**src/rtl/wd_pkg.sv**
```systemverilog
// Shared encodings for the windowed-watchdog block: FSM states, fault codes
// and the power-up phase length.
package wd_pkg;

  localparam logic [1:0] WD_IDLE   = 2'b00;
  localparam logic [1:0] WD_CLOSED = 2'b01;
  localparam logic [1:0] WD_OPEN   = 2'b10;
  localparam logic [1:0] WD_FAULT  = 2'b11;

  localparam logic [1:0] FC_NONE  = 2'b00;
  localparam logic [1:0] FC_EARLY = 2'b01;
  localparam logic [1:0] FC_MISS  = 2'b10;

  localparam int DEF_LEN = 16;

endpackage

```
**src/rtl/wd_phase_counter.sv**
```systemverilog
// Phase cycle counter: restarts at 0 on clear, otherwise counts up and flags
// the final cycle of a phase of length len.
module wd_phase_counter #(
  parameter int CNT_W = 8
) (
  input  logic             CLK,
  input  logic             WDRST,
  input  logic             clear,
  input  logic [CNT_W-1:0] len,
  output logic             last
);

  logic [CNT_W-1:0] cnt;

  always_ff @(posedge CLK or posedge WDRST) begin
    if (WDRST)
      cnt <= '0;
    else if (clear)
      cnt <= '0;
    else
      cnt <= cnt + CNT_W'(1);
  end

  // len is never 0 because zero writes are stored as 1
  assign last = (cnt == len - CNT_W'(1));

endmodule

```
**src/rtl/wd_window_ctrl.sv**
```systemverilog
// Windowed-watchdog sequencer: alternates CLOSED/OPEN service windows, counts
// missed windows and latches a sticky fault on early service or miss limit.
module wd_window_ctrl
  import wd_pkg::*;
#(
  parameter int CNT_W    = 8,
  parameter int MAX_MISS = 3
) (
  input  logic             CLK,
  input  logic             WDRST,
  input  logic             EN,
  input  logic             CFG_WE,
  input  logic [CNT_W-1:0] CFG_CLOSED,
  input  logic [CNT_W-1:0] CFG_OPEN,
  input  logic             WDSRVC,
  input  logic             CLR_FAULT,
  output logic             SRVC_ACK,
  output logic             WARN,
  output logic             CFG_ERR,
  output logic             FAULT,
  output logic [1:0]       FAULT_CODE,
  output logic [CNT_W-1:0] FWLEN,
  output logic [1:0]       STATE,
  output logic [3:0]       MISS_CNT
);

  logic [1:0]       st, st_nx;
  logic [CNT_W-1:0] closed_len, closed_nx, open_len, open_nx, fwlen_nx;
  logic [3:0]       miss, miss_nx;
  logic             fault, fault_nx;
  logic [1:0]       code, code_nx;
  logic             ack_nx, warn_nx, err_nx;
  logic             ack_q, warn_q, err_q;
  logic             clear, last;
  logic [CNT_W-1:0] phase_len;

  assign phase_len = (st == WD_OPEN) ? open_len : closed_len;

  wd_phase_counter #(.CNT_W(CNT_W)) u_cnt (
    .CLK   (CLK),
    .WDRST (WDRST),
    .clear (clear),
    .len   (phase_len),
    .last  (last)
  );

  // EN=0 outranks service, and service outranks expiry, inside a live window
  always_comb begin
    st_nx     = st;
    closed_nx = closed_len;
    open_nx   = open_len;
    miss_nx   = miss;
    fault_nx  = fault;
    code_nx   = code;
    ack_nx    = 1'b0;
    warn_nx   = 1'b0;
    err_nx    = 1'b0;

    if (CFG_WE) begin
      if (st == WD_IDLE) begin
        closed_nx = (CFG_CLOSED == '0) ? CNT_W'(1) : CFG_CLOSED;
        open_nx   = (CFG_OPEN == '0) ? CNT_W'(1) : CFG_OPEN;
      end else begin
        err_nx = 1'b1;
      end
    end

    case (st)
      WD_IDLE: begin
        if (EN)
          st_nx = WD_CLOSED;
      end
      WD_CLOSED: begin
        if (!EN) begin
          st_nx   = WD_IDLE;
          miss_nx = 4'd0;
        end else if (WDSRVC) begin
          st_nx    = WD_FAULT;
          fault_nx = 1'b1;
          code_nx  = FC_EARLY;
        end else if (last) begin
          st_nx = WD_OPEN;
        end
      end
      WD_OPEN: begin
        if (!EN) begin
          st_nx   = WD_IDLE;
          miss_nx = 4'd0;
        end else if (WDSRVC) begin
          st_nx   = WD_CLOSED;
          miss_nx = 4'd0;
          ack_nx  = 1'b1;
        end else if (last) begin
          warn_nx = 1'b1;
          miss_nx = miss + 4'd1;
          if (miss_nx == 4'(MAX_MISS)) begin
            st_nx    = WD_FAULT;
            fault_nx = 1'b1;
            code_nx  = FC_MISS;
          end else begin
            st_nx = WD_CLOSED;
          end
        end
      end
      default: begin
        if (CLR_FAULT && !EN) begin
          st_nx    = WD_IDLE;
          fault_nx = 1'b0;
          code_nx  = FC_NONE;
          miss_nx  = 4'd0;
        end
      end
    endcase

    fwlen_nx = (st_nx == WD_OPEN) ? open_nx : closed_nx;
    clear    = !(((st == WD_CLOSED) || (st == WD_OPEN)) && (st_nx == st));
  end

  always_ff @(posedge CLK or posedge WDRST) begin
    if (WDRST) begin
      st         <= WD_IDLE;
      closed_len <= CNT_W'(DEF_LEN);
      open_len   <= CNT_W'(DEF_LEN);
      FWLEN      <= CNT_W'(DEF_LEN);
      miss       <= 4'd0;
      fault      <= 1'b0;
      code       <= FC_NONE;
      ack_q      <= 1'b0;
      warn_q     <= 1'b0;
      err_q      <= 1'b0;
    end else begin
      st         <= st_nx;
      closed_len <= closed_nx;
      open_len   <= open_nx;
      FWLEN      <= fwlen_nx;
      miss       <= miss_nx;
      fault      <= fault_nx;
      code       <= code_nx;
      ack_q      <= ack_nx;
      warn_q     <= warn_nx;
      err_q      <= err_nx;
    end
  end

  assign STATE      = st;
  assign MISS_CNT   = miss;
  assign FAULT      = fault;
  assign FAULT_CODE = code;
  assign SRVC_ACK   = ack_q;
  assign WARN       = warn_q;
  assign CFG_ERR    = err_q;

endmodule

```
**config.mk**
```make
export PLATFORM = sky130hd
export DESIGN_NAME = wd_window_ctrl
export DESIGN_NICKNAME = d
export VERILOG_FILES = /design/src/rtl/wd_pkg.sv /design/src/rtl/wd_phase_counter.sv /design/src/rtl/wd_window_ctrl.sv
export SDC_FILE = /design/constraint.sdc
export NUM_CORES = 1
export LEC_CHECK = 0
export BUFFER_PORTS_ARGS = -buffer_cell sky130_fd_sc_hd__buf_2
export CAP_MARGIN = 20
export CORE_MARGIN = 2
export CORE_UTILIZATION = 45
export CTS_CLUSTER_SIZE = 12
export DETAILED_ROUTE_END_ITERATION = 10
export PLACE_DENSITY_LB_ADDON = 0.05
export SLEW_MARGIN = 20
export SYNTH_ARGS = -nofsm -noshare
export SYNTH_HDL_FRONTEND = slang
export SYNTH_HIERARCHICAL = 1
export SYNTH_SLANG_ARGS = --single-unit
```
**constraint.sdc**
```tcl
create_clock -name CLK -period 4.16 [get_ports CLK]
set_input_delay 0.416 -clock CLK [delete_from_list [all_inputs] [get_ports CLK]]
set_output_delay 0.416 -clock CLK [all_outputs]
set_load 0.005 [all_outputs]
```
Word-level counts from Yosys, hierarchy flattened

Index checks and enable logic that the tools add are counted.

Word-level logic and storage cells: 89
Register bits after elaboration: 44
Output and inout port bits: 20

Reductions and logical operators: 10
Equal/unequal tests: 14
Mux-type cells: 50
Add/subtract/negate cells: 3
Bitwise operators: 1

Operator list:

| operator              | number |
|---|---|
| $mux W8               | 9 |
| $mux W2               | 16 |
| $mux W4               | 5 |
| $logic_not A8 Y1      | 2 |
| $mux W1               | 16 |
| $ne A2 B2 Y1 const B  | 6 |
| $pmux W2 S3           | 2 |
| $pmux W4 S3           | 1 |
| $add A8 B1 Y8 const B | 1 |
| $eq A8 B8 Y1          | 1 |
| $reduce_and A8 Y1     | 1 |
| $sub A8 B1 Y8 const B | 1 |
| $add A4 B1 Y4 const B | 1 |
| $eq A2 B2 Y1 const B  | 2 |
| $eq A4 B2 Y1 const B  | 1 |
| $ne A4 B4 Y1 const B  | 1 |
| $reduce_and A4 Y1     | 1 |
| $pmux W1 S3           | 1 |
| $reduce_bool A3 Y1    | 1 |
| $eq A2 B1 Y1 const B  | 1 |
| $eq A2 B2 Y1          | 1 |
| $logic_and A1 B1 Y1   | 2 |
| $logic_not A2 Y1      | 1 |
| $ne A2 B1 Y1 const B  | 1 |
| other kinds (3)       | 3 |

Depth between registers and ports, before layout

Gate-level depths: netlist of the first run.

Depth in word-level cells: 11
Mapped depth: 19
Mapped depth without buffers: 16

Modules after synthesis

Netlist of the first run, hierarchy kept.

By module, submodules not included:

| module           | area an instance (µm²) | seq. area each (µm²) | cells each | times used |
|---|---|---|---|---|
| wd_window_ctrl   | 1936.9                 | 904.6                | 156        | 1 |
| wd_phase_counter | 586.8                  | 200.2                | 66         | 1 |

Worst setup path before layout of the first run

No wires, ideal clock.

Path kind: register to register
Start point: register st[0], in the netlist STATE[0]
End point: register FWLEN[0]
Arrival time: 4.262 ns
Data required time: 4.035 ns
Buffers on the path: 2
Setup time: 0.125 ns
Path slack: -0.227 ns
Cell stages (with the launch flop): 16
Clock period less this slack: 4.387 ns
Path through: dfrtp_1 -> inv_1 -> ha_1 -> buf_6 -> clkbuf_1 -> mux2_2 -> or2_4 -> xnor2_1 -> a31oi_1 -> or3b_1 -> a211oi_1 -> mux2_2 -> o22ai_2 -> a211oi_2 -> nor3_4 -> mux2_4

Longest elaborated chain between the ends: 10

Ends and longest elaborated chain:

| what                              | RTL line                                   | text |
|---|---|---|
| from (decl)                       | wd_window_ctrl.sv:27                       | `logic [1:0] st, st_nx;` |
| from (signal assigned)            | wd_window_ctrl.sv:132                      | `st <= st_nx;` |
| $eq A2 B2 Y1 *                    | wd_window_ctrl.sv:37                       | `assign phase_len = (st == WD_OPEN) ? open_len : closed_len;` |
| $mux W8 *                         | wd_window_ctrl.sv:37                       |  |
| net phase_len[0]                  | wd_window_ctrl.sv:35                       | `logic [CNT_W-1:0] phase_len;` |
| $sub A8 B1 Y8 *                   | wd_phase_counter.sv:25                     | `assign last = (cnt == len - CNT_W'(1));` |
| $eq A8 B8 Y1 *                    | wd_phase_counter.sv:25                     |  |
| net last                          | wd_window_ctrl.sv:34                       | `logic clear, last;` |
| $mux W2, on equally long branches | wd_window_ctrl.sv:93, wd_window_ctrl.sv:81 |  |
| $mux W2, on equally long branches | wd_window_ctrl.sv:89, wd_window_ctrl.sv:77 |  |
| $mux W2, on equally long branches | wd_window_ctrl.sv:86, wd_window_ctrl.sv:74 |  |
| $pmux W2 S3 *                     | wd_window_ctrl.sv:68                       | `case (st)` |
| net st_nx[0]                      | wd_window_ctrl.sv:27                       |  |
| $eq A2 B2 Y1 *                    | wd_window_ctrl.sv:115                      | `fwlen_nx = (st_nx == WD_OPEN) ? open_nx : closed_nx;` |
| $mux W8 *                         | wd_window_ctrl.sv:115                      |  |
| net fwlen_nx[0]                   | wd_window_ctrl.sv:28                       | `logic [CNT_W-1:0] closed_len, closed_nx, open_len, open_nx, fwlen_nx;` |
| to (signal assigned)              | wd_window_ctrl.sv:124                      | `FWLEN <= CNT_W'(DEF_LEN);` |
| to (signal assigned)              | wd_window_ctrl.sv:135                      | `FWLEN <= fwlen_nx;` |
| to (decl)                         | wd_window_ctrl.sv:22                       | `output logic [CNT_W-1:0] FWLEN,` |

Mark *: on every way through the listed nets, which the timed path passes. The rest lies on a longest branch.
A chain may end at the register's enable or synchronous reset.

Final worst setup path of the first run

Start point: register st[0], in the netlist STATE[0]
End point: register FWLEN[3]

Same word-level chain as after synthesis.

==> results of run 1 <==
==> path summary, 6_finish.rpt <==
path	startpoint	end	slack [ps]	cells after the start
hold / removal	WDRST	u_cnt/cnt[6]	70	2
hold reg to reg	FAULT	FAULT	500	1
min in group CLK	CFG_CLOSED[4]	closed_len[4]	390	2
setup reg to reg	STATE[0]	FWLEN[3]	280	15
setup / recovery	STATE[0]	FWLEN[3]	280	15
max in group asynchronous	WDRST	FWLEN[4]	3310	3
==> stage by stage <==
| stage | setup WS [ps] | total power [mW] | utilization [%] | cell area [sq um] | hold WS, ps |
|---|---|---|---|---|---|
| 2_1_floorplan | 1.72 | 1.41 | - | 2540 | 232 |
| 3_3_place_gp | 227 | 1.65 | 51.9 | 2840 | 385 |
| 3_5_place_dp | 135 | 1.65 | 51.9 | 2840 | 389 |
| 4_1_cts | 108 | 1.98 | 53.9 | 2950 | 65.6 |
| 5_1_grt | 2.00 | 2.12 | 54.2 | 2970 | 94.6 |
| 6_report | 279 | 1.97 | 54.2 | 2970 | 72.0 |
==> repair_timing <==
action,CTS,global route
setup endpoints to repair,0,16
gates resized for setup,0,3
hold endpoints to repair,0,0
==> layout by cell type, fill, tap and decap left out, types with 2 or more instances in the layout <==
| cell | count |
|---|---|
| dfrtp_1 | 41 |
| buf_2 | 41 |
| mux2_2 | 23 |
| nor2_1 | 13 |
| nand2_1 | 11 |
| inv_1 | 10 |
| xor2_1 | 9 |
| a21oi_1 | 8 |
| mux2_4 | 8 |
| ha_1 | 7 |
| buf_4 | 7 |
| xnor2_1 | 7 |
| o21ai_0 | 6 |
| nand3_1 | 5 |
| clkbuf_8 | 5 |
| nor3_1 | 4 |
| nand2b_1 | 4 |
| nor4_1 | 4 |
| dfstp_2 | 3 |
| nand3b_1 | 3 |
| nor2b_1 | 3 |
| and3_1 | 3 |
| o21ai_1 | 3 |
| a31oi_1 | 3 |
| nor3b_1 | 2 |
| nand4_1 | 2 |
| a21o_1 | 2 |
| nor4_2 | 2 |
==> cell type report <==
cell class                 instances  area [sq um]  share of cell area (%)
multi-input combinational        162          1370                    46.1
inverter                          10          37.5                    1.27
timing repair buffer              48           258                    8.69
tap                               72          90.1                    3.04
sequential                        44          1100                    37.3
clock buffer                       6          72.6                    2.45
clock inverter                     2          35.0                    1.18
==> metal layers <==
layer,up-vias,share of wire [%]
met5,-,0
met4,0,0.98
met3,7,3.4
met2,30,42
met1,832,54
li1,890,-
==> worst reg2reg max path: stages, from the launching register on <==
cell and delay (ps):
dfrtp_1 380, inv_1 80, ha_2 270, mux2_2 240, inv_1 50, ha_1 280
nor4_2 290, a31oi_1 60, or3b_1 400, a211oi_4 310, mux2_2 380, o22ai_2 170
a211oi_2 130, nor3_4 160, buf_4 230, mux2_4 320
==> power by group through the flow <==
stage | combinational [mW] | sequential (mW) | clock [mW]
4_1_cts | 0.991 | 0.655 | 0.333
3_3_place_gp | 0.977 | 0.668 | 0
3_5_place_dp | 0.981 | 0.665 | 0
2_1_floorplan | 0.752 | 0.658 | 0
5_1_grt | 1.10 | 0.670 | 0.350
6_report | 0.991 | 0.654 | 0.321
==> cells by family (layout without fill, tap and decap cells) <==
kind of cell / Yosys count / after routing / share of synthesized area [%]
AOI/OAI and AO/OA: 38 / 38 / 11.5
and+or+nand+nor: 67 / 67 / 16.3
DFF: 44 / 44 / 43.8
muxes: 32 / 32 / 15.5
adders and majority gates: 8 / 8 / 3.97
xor gates and xnor gates: 17 / 17 / 5.90
buffers and inverters: 16 / 66 / 3.17
==> sequential cells by signal (all words and copies together), names as in the netlist, 2 cells and up <==
signal and count:
FAULT_CODE 2, MISS_CNT 4, open_len 8, closed_len 8, u_cnt/cnt 8, STATE 2
FWLEN 8
==> run_results.csv, run 1 <==
group,metric,value,unit
grt,grt_pass1_vias,1672,
sta,fin_setup_tns,0,ps
worst_setup_path,cp.required,4330,ps
clock_network,clk_path_buf_depth,2,
die,pin_count,42,
pwr,comb_power_share,50.4,%
sta,fin_crit_sh,93.3,%
worst_setup_path,startpoint_type,"register",
clock_network,hold_buffers,0,
sta,period_minus_slack,3880,ps
yosys,synth_warnings,6,
sta,slew_headroom,73.2,%
cells_and_area,fillers,493,
worst_setup_path,slowest_delay,400,ps
clock_network,clock_latency,290,ps
yosys,synth_most_common_cell,"dfrtp_1",
routing,routed_via_density,5.11,
yosys,ys_ff_latch,44,
sta,worstMarginPinSlew,401,ps
pwr,vdd_ir_drop_max,0.241,mV
clock_network,cts_buffers,5,
yosys,ys_types,56,
pwr,clkPwrFrac,16.3,%
run_status,status,"complete, no violations",
worst_setup_path,crit_path_end_kind,"register",
placed_design,port_buffers,41,
grt,met3_usage,3.98,%
clock_network,post_cts_buffers,0,
die,rows,27,
placed_design,dp.cells,336,
pwr,leakagePower,1.35,nW
routing,firstDrtPassIters,4,
yosys,yosys-top-cells-area,"dfrtp_1, mux2_2, mux2_4, ha_1, dfstp_2",
pwr,pwr-share-seq,33.3,%
yosys,syn-instance-count,222,
sta,max_freq,258,MHz
sta,hold_viol_final,0,
die,die_w,78.9,um
die,design.core.area,0.00547,sq mm
clock_network,h-tree-depth,2,
worst_setup_path,crit_arrival,4060,ps
cells_and_area,layout.nets,301,
worst_setup_path,critPathBufInv,3,
cells_and_area,area_growth,17.5,%
worst_setup_path,cp_top_family,"multiplexers",
yosys,synth_flop_cell,"dfrtp_1",
worst_setup_path,path_class,"register to register",
routing,drc,0,
grt,grt_max_degree,30,
placed_design,globalplace.congestion,0.802,
grt,grt.total_usage,17.6,%
cells_and_area,layout-drive-gt1-share,38.6,%
yosys,seq_area_frac_synth,43.8,%
worst_setup_path,crit_chain,"inv_1 > ha_2 > mux2_2 > inv_1 > ha_1 > nor4_2 > a31oi_1 > or3b_1 > a211oi_4 > mux2_2 > o22ai_2 > a211oi_2 > nor3_4 > buf_4 > mux2_4",
pwr,power.internal,1.27,mW
die,die_h,78.9,um
job,drv_cap,0,
clock_network,clkTransAtPathRegs,80,ps
clock_network,clock-root-buffer,"clkbuf_8",
yosys,synth_nets,252,
grt,antenna_found_initial,0,
routing,drt_wl_total,5080,um
grt,met1_usage,27.3,%
die,die_area,0.00622,sq mm
grt,grt_pass1_wl,8440,um
yosys,synth_commonest_cells,"dfrtp_1, mux2_2, nor2_1",
sta,fin_skew,6.27,ps
sta,drv_slew,0,
routing,vias,1759,
sta,rsz0062_at_grt,"false",
routing,wl_per_cell,14.8,um
grt,overflow,0,
yosys,synth-async-reset-ratio,100,%
placed_design,dpl.hpwl,3790,um
clock_network,tritoncts,"done",
routing,ant_nets,0,
worst_setup_path,cp_max_fo,8,
yosys,syn_avg_cell_area,11.4,sq um
sta,setup_viol,0,
grt,busiest_layer,"met1",
hold_path,hold_path.class,"primary input to async pin",
routing,drt-initial-drc-count,48,
yosys,netlist.area_leader.share,40.7,%
cells_and_area,fin_cells,344,
clock_network,clkSinkCount,44,
pwr,swShare,35.5,%
yosys,yosysTopAreaCell,"dfrtp_1",
worst_setup_path,slowest_stage,"or3b_1",
pwr,p_sw,0.698,mW
pwr,p_per_area,663,mW/mm^2
yosys,syn_area,0.00252,sq mm
yosys,synth_edf_count,0,
grt,grt_use_met2,25.0,%
cells_and_area,num_antenna_cells,0,
die,start_util,46.1,%
(Power assumes the default switching activity.)
==> run 2, diff against run 1 <==
Settings changed: PLACE_DENSITY set to 0.69, PLACE_DENSITY_LB_ADDON 0.05 to not set.
==> run_results.csv, run 2 (same netlist as run 1, synthesis figures left out) <==
group,metric,value,unit
hold_path,hold_path.class,"primary input to async pin",
sta,slew_headroom,69.6,%
clock_network,clk_path_buf_depth,2,
grt,overflow,0,
die,start_util,46.1,%
die,die_area,0.00622,sq mm
cells_and_area,area_growth,17.9,%
cells_and_area,fin_cells,343,
clock_network,clkTransAtPathRegs,90,ps
grt,grt_max_degree,37,
clock_network,h-tree-depth,2,
cells_and_area,finalInstanceArea,0.00298,sq mm
worst_setup_path,cp_max_fo,9,
grt,grt_use_met2,27.3,%
routing,firstDrtPassIters,4,
routing,vias,1793,
routing,routed_via_density,5.23,
worst_setup_path,r2r_slack,260,ps
die,design.core.area,0.00547,sq mm
placed_design,globalplace.congestion,0.744,
pwr,leakagePower,1.36,nW
pwr,p_per_area,665,mW/mm^2
worst_setup_path,critPathBufInv,3,
sta,fin_setup_tns,0,ps
clock_network,clock_latency,290,ps
run_status,status,"complete, no violations",
worst_setup_path,startpoint,"STATE[0]",
worst_setup_path,reg2reg_to,"FWLEN[7]",
cells_and_area,layout_common_cells,"dfrtp_1, buf_2, mux2_2",
sta,setup_viol,0,
grt,grt_pass1_wl,8290,um
die,rows,27,
cells_and_area,num_antenna_cells,0,
worst_setup_path,crit_chain,"inv_1 > ha_4 > mux2_2 > inv_1 > ha_1 > nor4_2 > a31oi_1 > or3b_1 > a211oi_4 > mux2_2 > o22ai_2 > a211oi_2 > nor3_4 > buf_4 > mux2_4",
sta,fin_skew,10.6,ps
grt,met3_usage,3.52,%
clock_network,cts_buffers,5,
sta,drv_slew,0,
grt,antenna_found_initial,0,
sta,max_freq,256,MHz
job,drv_cap,0,
worst_setup_path,startpoint_type,"register",
worst_setup_path,r2r_cells,15,
cells_and_area,layout.nets,300,
placed_design,dp.cells,335,
grt,grt.total_usage,16.9,%
sta,worstMarginPinSlew,456,ps
die,pin_count,42,
placed_design,dpl.hpwl,3680,um
clock_network,post_cts_buffers,0,
worst_setup_path,slowest_stage,"or3b_1",
sta,rsz0062_at_grt,"false",
placed_design,port_buffers,41,
worst_setup_path,slowest_delay,420,ps
routing,wl_per_cell,14.2,um
placed_design,post_dp_cell_area,0.00283,sq mm
worst_setup_path,setup.worst_path.end,"FWLEN[7]",
sta,fin_crit_sh,93.8,%
worst_setup_path,cp_top_family,"multiplexers",
routing,drt_wl_total,4870,um
sta,hold_viol_final,0,
clock_network,clkSinkCount,44,
die,die_w,78.9,um
clock_network,clock-root-buffer,"clkbuf_8",
worst_setup_path,cp.required,4330,ps
routing,ant_nets,0,
worst_setup_path,cp_num_cells,15,
pwr,total_power,1.98,mW
pwr,vdd_ir_drop_max,0.255,mV
worst_setup_path,rr_startpoint,"STATE[0]",
sta,period_minus_slack,3900,ps
clock_network,tritoncts,"done",
routing,drc,0,
worst_setup_path,crit_path_end_kind,"register",
grt,busiest_layer,"met2",
routing,drt-initial-drc-count,125,
grt,grt_pass1_vias,1788,
grt,met1_usage,23.2,%
worst_setup_path,crit_arrival,4080,ps
cells_and_area,layout-drive-gt1-share,38.4,%
die,die_h,78.9,um
worst_setup_path,path_class,"register to register",
run 2: changes by cell type in the layout (fill, tap and decap cells not counted), sizes merged:
cell,change
buf,-1
run 2: worst min-delay path by stage:
| stage | startpoint | endpoint | cells past startpoint |
|---|---|---|---|
| detailed placement | WDRST | u_cnt/cnt[5] | 2 |
| global route | WDRST | u_cnt/cnt[5] | 2 |
| global placement | WDRST | u_cnt/cnt[5] | 2 |
| CTS | WDRST | u_cnt/cnt[5] | 2 |
| finish | WDRST | u_cnt/cnt[4] | 2 |
| floorplan | WDRST | u_cnt/cnt[0] | 1 |
run 2: final cells by class:
type | count | area (sq um)
Inverter | 10 | 37.5
Clock inverter | 2 | 38.8
Tap cell | 72 | 90.1
Multi-Input combinational cell | 162 | 1370
Clock buffer | 6 | 82.6
Timing Repair Buffer | 47 | 250
Sequential cell | 44 | 1100
Fill cell | 492 | 2500
run 2: power by group:
part	total [mW]	leakage [nW]	switching, mW	internal, mW
Clock	0.343	0.0614	0.146	0.196
Combinational	0.987	0.742	0.485	0.502
Sequential	0.650	0.553	0.0642	0.586
run 2: per-stage QoR:
stage	util, %	worst slack [ps]	hold slack [ps]
floorplan	-	1.72	232
global placement	51.8	187	385
detailed placement	51.8	30.0	387
CTS	54.0	119	59.0
global route	54.4	42.7	80.9
finish	54.4	257	58.0
run 2: metal layers:
| layer | share of wire, % | vias up | wire length, um |
|---|---|---|---|
| li1 | - | 883 | - |
| met1 | 48 | 875 | 2320 |
| met2 | 48 | 31 | 2330 |
| met3 | 3.5 | 4 | 171 |
| met4 | 1.1 | 0 | 56 |
| met5 | 0 | - | 0 |
run 2: timing repair:
action / in CTS / in global routing
pin swaps: 0 / 0
resized for setup: 1 / 2
endpoints found under the setup margin: 1 / 16
hold buffers: 0 / 0
==> run 3, diff against run 2 <==
Settings changed: CAP_MARGIN 20 to 10, PLACE_DENSITY 0.69 to 0.74.
==> run_results.csv, run 3 (same netlist as run 1, synthesis figures left out) <==
group,metric,value,unit
clock_network,clkTransAtPathRegs,80,ps
run_status,status,"complete, no violations",
die,die_area,0.00622,sq mm
routing,wl_met1,2220,um
die,start_util,46.1,%
routing,dr_wl_met2,2500,um
worst_setup_path,slowest_delay,420,ps
cells_and_area,layout.nets,301,
pwr,p_per_area,652,mW/mm^2
routing,vias,1811,
grt,grt.total_usage,17.4,%
worst_setup_path,cp_common_cell,"mux2_2",
clock_network,cts_buffers,5,
grt,antenna_found_initial,0,
grt,grt_pass1_wl,8560,um
sta,slew_headroom,68.1,%
worst_setup_path,r2r_cells,14,
routing,drc,0,
pwr,leakagePower,1.34,nW
die,design.core.area,0.00547,sq mm
placed_design,post-place-ws,120,ps
grt,grt_max_degree,37,
sta,worstMarginPinSlew,479,ps
placed_design,globalplace.congestion,0.795,
grt,grt_pass1_vias,1857,
routing,drt-initial-drc-count,118,
routing,maxUsedRoutingLayer,"met4",
sta,period_minus_slack,3900,ps
hold_path,hold_path.class,"primary input to async pin",
cells_and_area,fillers,494,
worst_setup_path,startpoint_type,"register",
clock_network,clk_path_buf_depth,2,
sta,fin_crit_sh,93.8,%
worst_setup_path,cp.required,4350,ps
cells_and_area,num_antenna_cells,0,
routing,wl_met3,188,um
sta,fin_skew,7.56,ps
clock_network,h-tree-depth,2,
routing,routed_via_density,5.26,
clock_network,clkSinkCount,44,
die,die_w,78.9,um
pwr,total_power,1.92,mW
sta,max_freq,256,MHz
clock_network,clock_latency,300,ps
placed_design,port_buffers,41,
routing,drt_wl_total,4980,um
die,pin_count,42,
clock_network,clock-root-buffer,"clkbuf_8",
placed_design,dpl.hpwl,3730,um
pwr,vdd_ir_drop_max,0.312,mV
cells_and_area,final_util,53.7,%
worst_setup_path,crit_path_end_kind,"register",
clock_network,hold_buffers,0,
routing,firstDrtPassIters,4,
cells_and_area,area_growth,16.5,%
routing,wl_per_cell,14.5,um
job,drv_cap,0,
worst_setup_path,cp_max_fo,9,
cells_and_area,layout_common_cells,"dfrtp_1, buf_2, mux2_2",
worst_setup_path,crit_arrival,4090,ps
worst_setup_path,slowest_stage,"mux2_2",
clock_network,tritoncts,"done",
routing,ant_nets,0,
sta,drv_slew,0,
sta,hold_viol_final,0,
sta,setup_ws,257,ps
die,rows,27,
worst_setup_path,crit_chain,"inv_1 > ha_2 > mux2_2 > nor4_1 > nand2_1 > xnor2_1 > a31oi_1 > a211oi_4 > mux2_2 > o22ai_2 > a211oi_2 > nor3_4 > buf_4 > mux2_4",
worst_setup_path,path_class,"register to register",
sta,setup_viol,0,
grt,overflow,0,
cells_and_area,layout-drive-gt1-share,38.6,%
die,die_h,78.9,um
==> run 3: timing repair <==
| action | CTS | global route |
|---|---|---|
| resized for setup | 0 | 3 |
| setup buffers | 0 | 1 |
| endpoints found under the hold margin | 0 | 0 |
| endpoints found under the setup margin | 0 | 16 |
==> run 3: per-layer routing <==
metal  vias to the layer above  global-route usage (%)
met2                        36                    29.6
met1                       876                    22.1
met3                         7                    3.52
met4                         0                    6.38
met5                         -                       0
li1                        892                       -
==> run 3: area by class of cell <==
type,instances,area (sq um),share of cell area (%)
multi-input cells,162,1360,46.4
well taps,72,90.1,3.07
inverters,10,37.5,1.28
flip-flops and latches,44,1100,37.6
clock inverters,2,12.5,0.426
clock buffers,6,72.6,2.47
repair buffers,48,258,8.77
==> run 3: metrics by stage <==
| stage | hold WS (ps) | cell area [sq um] | std cells | setup TNS (ps) |
|---|---|---|---|---|
| floorplan | 232 | 2540 | 222 | 0 |
| global placement | 379 | 2830 | 335 | 0 |
| detailed placement | 390 | 2830 | 335 | 0 |
| CTS | 60.9 | 2920 | 343 | 0 |
| global route | 83.8 | 2940 | 344 | -48.8 |
| finish | 66.0 | 2940 | 344 | 0 |
==> run 3: worst max-delay path, delay by kind of cell (launching register included) <==
| family | cells | cell delay [ps] |
|---|---|---|
| adders and majority gates | 1 | 300 |
| buffers and inverters | 2 | 300 |
| muxes | 3 | 1120 |
| and+or+nand+nor | 3 | 710 |
| DFF | 1 | 390 |
| xor gates and xnor gates | 1 | 180 |
| AOI/OAI and AO/OA | 4 | 800 |
==> run 3: worst paths after layout <==
check,start,to,slack [ps]
min,WDRST,u_cnt/cnt[5],70
max,STATE[0],FWLEN[6],260
min reg2reg,FAULT_CODE[1],FAULT_CODE[1],510
max in group asynchronous,WDRST,closed_len[4],3570
min in group CLK,CFG_OPEN[1],open_len[1],390
max reg2reg,STATE[0],FWLEN[6],260
==> run 3: where the power goes <==
part           leakage, nW  switching [mW]  internal, mW
Combinational        0.743           0.490         0.511
Clock               0.0412           0.144         0.117
Sequential           0.553          0.0672         0.586
